File: src/rtl/if_ctrl_pkg.sv
// if_ctrl_pkg: widths, state encodings and the fetch queue entry layout
package if_ctrl_pkg;
  localparam int PC_WIDTH = 32;
  localparam int INSTR_WIDTH = 32;
  localparam int IF_EXC_WIDTH = 2;
  localparam int IF_EXC_MISALIGN = 0;
  localparam int IF_EXC_BUSERR = 1;
  localparam logic [PC_WIDTH-1:0] PC_STEP = PC_WIDTH'(4);
  localparam logic [1:0] IFC_BOOT = 2'd0;
  localparam logic [1:0] IFC_RUN = 2'd1;
  localparam logic [1:0] IFC_HOLD = 2'd2;
  typedef struct packed {
    logic [PC_WIDTH-1:0] pc;
    logic [INSTR_WIDTH-1:0] instr;
    logic [IF_EXC_WIDTH-1:0] exc;
  } if_entry_t;
endpackage

File: src/rtl/if_fifo.sv
// if_fifo: 2-entry synchronous FIFO with push, pop and flush
module if_fifo #(
  parameter int W = 8,
  parameter int D = 2
) (
  input  logic         clk,
  input  logic         rst_n,
  input  logic         push,
  input  logic         pop,
  input  logic         flush,
  input  logic [W-1:0] din,
  output logic [W-1:0] dout,
  output logic         full,
  output logic         empty,
  output logic [1:0]   count
);
  logic [W-1:0] mem [2];
  logic wr_ptr, rd_ptr, do_push, do_pop;
  assign full = count == 2'(D);
  assign empty = count == 2'd0;
  assign do_pop = pop && !empty;
  assign do_push = push && (!full || do_pop);
  assign dout = mem[rd_ptr];
  // pointers and occupancy; flush wins over any push or pop
  always_ff @(posedge clk or negedge rst_n)
    if (!rst_n) begin
      wr_ptr <= 1'b0;
      rd_ptr <= 1'b0;
      count <= 2'd0;
    end else if (flush) begin
      wr_ptr <= 1'b0;
      rd_ptr <= 1'b0;
      count <= 2'd0;
    end else begin
      wr_ptr <= wr_ptr ^ do_push;
      rd_ptr <= rd_ptr ^ do_pop;
      count <= count + {1'b0, do_push} - {1'b0, do_pop};
    end
  // entry storage; contents are only observed through a nonempty head
  always_ff @(posedge clk)
    if (do_push && !flush) mem[wr_ptr] <= din;
endmodule

File: src/rtl/if_ctrl.sv
// if_ctrl: program counter, fetch state machine and decode-facing fetch queue
module if_ctrl
  import if_ctrl_pkg::*;
#(
  parameter logic [PC_WIDTH-1:0] RESET_PC = '0,
  parameter int QDEPTH = 2
) (
  input  logic                    clk,
  input  logic                    rst_n,
  output logic [PC_WIDTH-1:0]     pc_o,
  input  logic [INSTR_WIDTH-1:0]  if_bus_instr_i,
  input  logic                    if_bus_pc_misalign_i,
  input  logic                    if_bus_bus_err_i,
  input  logic                    redirect_valid_i,
  input  logic [PC_WIDTH-1:0]     redirect_pc_i,
  input  logic                    trap_valid_i,
  input  logic [PC_WIDTH-1:0]     trap_pc_i,
  output logic                    id_valid_o,
  input  logic                    id_ready_i,
  output logic [PC_WIDTH-1:0]     id_pc_o,
  output logic [INSTR_WIDTH-1:0]  id_instr_o,
  output logic [IF_EXC_WIDTH-1:0] id_exc_o
);
  logic [1:0] state, state_nx;
  logic [PC_WIDTH-1:0] pc_nx;
  logic [IF_EXC_WIDTH-1:0] exc;
  logic [1:0] count;
  logic flush, deq, fetch_fire, full, empty, fault;
  if_entry_t push_e, head_e, raw_e;
  assign flush = trap_valid_i | redirect_valid_i;
  assign deq = id_valid_o && id_ready_i;
  assign fetch_fire = state == IFC_RUN && !flush && (!full || deq);
  assign fault = |exc;
  assign push_e = '{pc: pc_o, instr: if_bus_instr_i, exc: exc};
  assign id_valid_o = !empty;
  assign head_e = empty ? '0 : raw_e;
  assign id_pc_o = head_e.pc;
  assign id_instr_o = head_e.instr;
  assign id_exc_o = head_e.exc;
  // fault flags for the word being fetched this cycle
  always_comb begin
    exc = '0;
    exc[IF_EXC_MISALIGN] = if_bus_pc_misalign_i | (pc_o[1:0] != 2'b00);
    exc[IF_EXC_BUSERR] = if_bus_bus_err_i;
  end
  // next PC and next state; a faulting fetch parks the PC on the faulting address
  always_comb begin
    pc_nx = flush ? (trap_valid_i ? trap_pc_i : redirect_pc_i) : (fetch_fire && !fault) ? pc_o + PC_STEP : pc_o;
    state_nx = (flush || state == IFC_BOOT) ? IFC_RUN : (fetch_fire && fault) ? IFC_HOLD : state;
  end
  // PC and state registers
  always_ff @(posedge clk or negedge rst_n)
    if (!rst_n) begin
      pc_o <= RESET_PC;
      state <= IFC_BOOT;
    end else begin
      pc_o <= pc_nx;
      state <= state_nx;
    end
  if_fifo #(.W($bits(if_entry_t)), .D(QDEPTH)) u_fifo (
    .clk(clk),
    .rst_n(rst_n),
    .push(fetch_fire),
    .pop(deq),
    .flush(flush),
    .din(push_e),
    .dout(raw_e),
    .full(full),
    .empty(empty),
    .count(count)
  );
endmodule

File: config.mk
export PLATFORM = sky130hd
export DESIGN_NAME = if_ctrl
export DESIGN_NICKNAME = d
export VERILOG_FILES = /design/src/rtl/if_ctrl_pkg.sv /design/src/rtl/if_fifo.sv /design/src/rtl/if_ctrl.sv
export SDC_FILE = /design/constraint.sdc
export NUM_CORES = 1
export LEC_CHECK = 0
export ABC_AREA = 1
export CAP_MARGIN = 25
export CORE_ASPECT_RATIO = 1.1
export CORE_MARGIN = 3
export CORE_UTILIZATION = 50
export DETAILED_ROUTE_END_ITERATION = 6
export GPL_ROUTABILITY_DRIVEN = 0
export PLACE_DENSITY = 0.82
export SETUP_SLACK_MARGIN = 0.1
export SLEW_MARGIN = 20
export SYNTH_ARGS = -nofsm -noshare
export SYNTH_HDL_FRONTEND = slang
export SYNTH_SLANG_ARGS = --single-unit
File: constraint.sdc
create_clock -name clk -period 6.1 [get_ports clk]
set_clock_uncertainty 0.1 [all_clocks]
set_input_delay 1.83 -clock clk [delete_from_list [all_inputs] [get_ports clk]]
set_output_delay 1.83 -clock clk [all_outputs]
set_load 0.05 [all_outputs]
==> results.py <==
metrics = {
    "logic_synthesis": {
        "synth_seq_cells": 170,
        "async_reset_ff_share_pct": 22.4,
        "ys_seq_area_share_pct": 63.2,
        "avgSynthCellArea_um2": 9.37,
        "ys.warnings.count": 0,
        "synth_edf_count": 132,
        "syn_inst": 830,
        "synth.cell_area_um2": 7780,
        "syn-num-nets": 936,
        "ys_types": 33,
        "synthFlopType": "edfxtp_1",
    },
    "floorplan": {
        "dieWidth_um": 125,
        "die_area_um2": 17100,
        "core.rowCount": 47,
        "core_area_um2": 15200,
        "io_pins": 202,
        "die_y_um": 137,
        "initial_utilization_pct": 51.3,
    },
    "cts": {
        "cts_buffers": 17,
        "clkLatencyLatePin_ps": 420,
        "cts_tree": "yes",
        "cts_sinks": 170,
        "cts_resized": 0,
        "cts_hold_buf": 0,
        "clockBufferDepth": 2,
        "postCtsSetupBuffers": 0,
        "cts_max_level": 4,
        "clk_pin_slew_ps": 60,
        "clock-root-buffer": "clkbuf_16",
    },
    "timing": {
        "setup_violations": 0,
        "rsz0062_at_grt": "no",
        "slew_violations": 0,
        "setup_ws_ps": 1440,
        "layout_min_cycle_time_ps": 4660,
        "finalHoldViolCount": 0,
        "worst-slew-pin-transition_ps": 930,
        "fin_setup_tns_ps": 0,
        "slew_headroom_pct": 37.9,
        "max_clock_freq_mhz": 214,
        "fin_crit_sh_pct": 76.5,
    },
    "finish": {
        "mostFrequentLayoutCells": "nand2_1 (235), clkdlybuf4s50_1 (200), edfxtp_1 (132)",
        "finalNetCount": 1121,
        "nFillCells": 1170,
        "antenna_cells": 0,
        "final_common_cell": "nand2_1",
        "drive_above_1_share_pct": 4.77,
        "syn2layout_area_growth_pct": 34.8,
    },
    "global_routing": {
        "grt_overflow": 0,
        "antenna_found_initial": 0,
        "grt_pass1_vias": 6320,
        "grt_max_degree": 69,
        "grtUsageTotal_pct": 23.2,
        "grt_pass1_wl_um": 31300,
    },
    "drt": {
        "drc": 0,
        "wl_per_cell_um": 16.1,
        "dr_total_vias": 6594,
        "dr.pass1.iters": 5,
        "drt-initial-drc-count": 650,
        "vias_per_cell": 5.39,
        "wirelength_um": 19700,
        "ant_nets": 0,
    },
    "worst_setup_path": {
        "critical_path_arrival_ps": 2730,
        "r2r_end": "u_fifo.mem[0][43]",
        "crit_fanout": 50,
        "rrSetupSlack_ps": 3900,
        "crit_type": "reg -> out",
        "reg2reg_depth": 7,
        "start_kind": "flop",
        "r2r-start": "u_fifo.count[0]",
        "cp-end-kind": "output pin",
        "required_ps": 4170,
    },
    "min_path": {
        "hp-class": "reg -> reg",
        "whs_endpoint": "state[0]",
        "hold_depth": 2,
        "min-delay-start": "state[0]",
    },
    "placed_design": {
        "io_buffers": 201,
        "post-dp-hpwl_um": 13000,
        "pre_cts_ws_ps": 1040,
    },
    "status": {
        "status": "complete, no violations",
    },
    "flow_run": {
        "max_cap_violations": 0,
    },
    "power_and_ir_drop": {
        "ir_drop_mv": 0.205,
        "p_per_area_nw_per_um2": 281,
        "leakage_nw": 3.97,
    },
}
-- registers in the layout (all words and copies together), names as in the netlist --
register,count
u_fifo.mem,132
pc_o,32
state,2
u_fifo.count,2
u_fifo.rd_ptr,1
u_fifo.wr_ptr,1
-- cell usage after synthesis (4+ instances only) --
cell,number,area share [%]
nand2_1,235,11
nor2_1,132,6.4
clkbuf_1,27,1.3
a21oi_1,107,6.9
o211ai_1,6,0.58
inv_1,47,2.3
a31oi_1,4,0.32
nand3_1,43,2.8
o21ai_0,21,1.4
buf_1,6,0.29
dfrtp_1,38,12
edfxtp_1,132,51
-- how the worst max path moves through the flow --
stage                     depth (start not counted)              from                 to
after detailed placement                          7  redirect_valid_i  u_fifo.mem[1][59]
after CTS                                         4   u_fifo.count[1]        id_pc_o[17]
final                                             4   u_fifo.count[1]        id_pc_o[17]
after global routing                              7  redirect_valid_i  u_fifo.mem[1][41]
after global placement                            7  redirect_valid_i  u_fifo.mem[1][31]
after floorplan                                   6      trap_valid_i   u_fifo.mem[1][0]
-- stage by stage --
step	util [%]	area (um^2)	total power [mW]	instances	hold WS (ps)
finish	69.1	10500	2.94	1224	461
global route	69.1	10500	3.06	1224	477
CTS	69.1	10500	2.96	1224	456
detailed placement	65.4	9920	1.95	1192	433
global placement	65.3	9910	1.94	1192	410
floorplan	-	7780	1.72	830	383
-- worst max-delay path, stage by stage (launching register included) --
cell             delay [ps]
dfrtp_1                 430
nor2_4                  410
buf_4                   560
a21oi_1                 140
clkdlybuf4s50_1         740
-- cell type report --
cell class / instances / area [um^2] / share of cell area (%)
tap: 196 / 245 / 2.34
multi-input combinational: 572 / 2530 / 24.1
timing repair buffer: 206 / 2040 / 19.5
clock buffer: 17 / 425 / 4.06
sequential: 170 / 4920 / 46.9
inverter: 48 / 183 / 1.74
clock inverter: 15 / 139 / 1.33
-- metal layers --
layer	vias up	share of wire, %	GRT usage [%]
met1	3130	41	29.1
met4	0	1.8	7.23
met2	282	50	40.4
met3	29	7.8	5.43
met5	-	0	0
li1	3153	-	-
-- report_power, final --
part           switching [mW]  total [mW]  internal [mW]
combinational           0.344       0.537          0.193
sequential             0.0680        1.39           1.32
clock                   0.448        1.02          0.567
total                   0.861        2.94           2.08
-- cell families (layout without fill, tap and decap cells) --
family                   Yosys count  after routing  share of synthesized area, %
AO/OA/AOI/OAI                    145            145                          9.75
AND/OR/NAND/NOR                  422            422                          21.8
buffers and inverters             88            286                          4.58
flip-flops                       170            170                          63.2
XOR/XNOR                           2              2                         0.225
adder cells (fa/ha/maj)            3              3                         0.483
No activity file was read; power rests on OpenSTA's default activity.
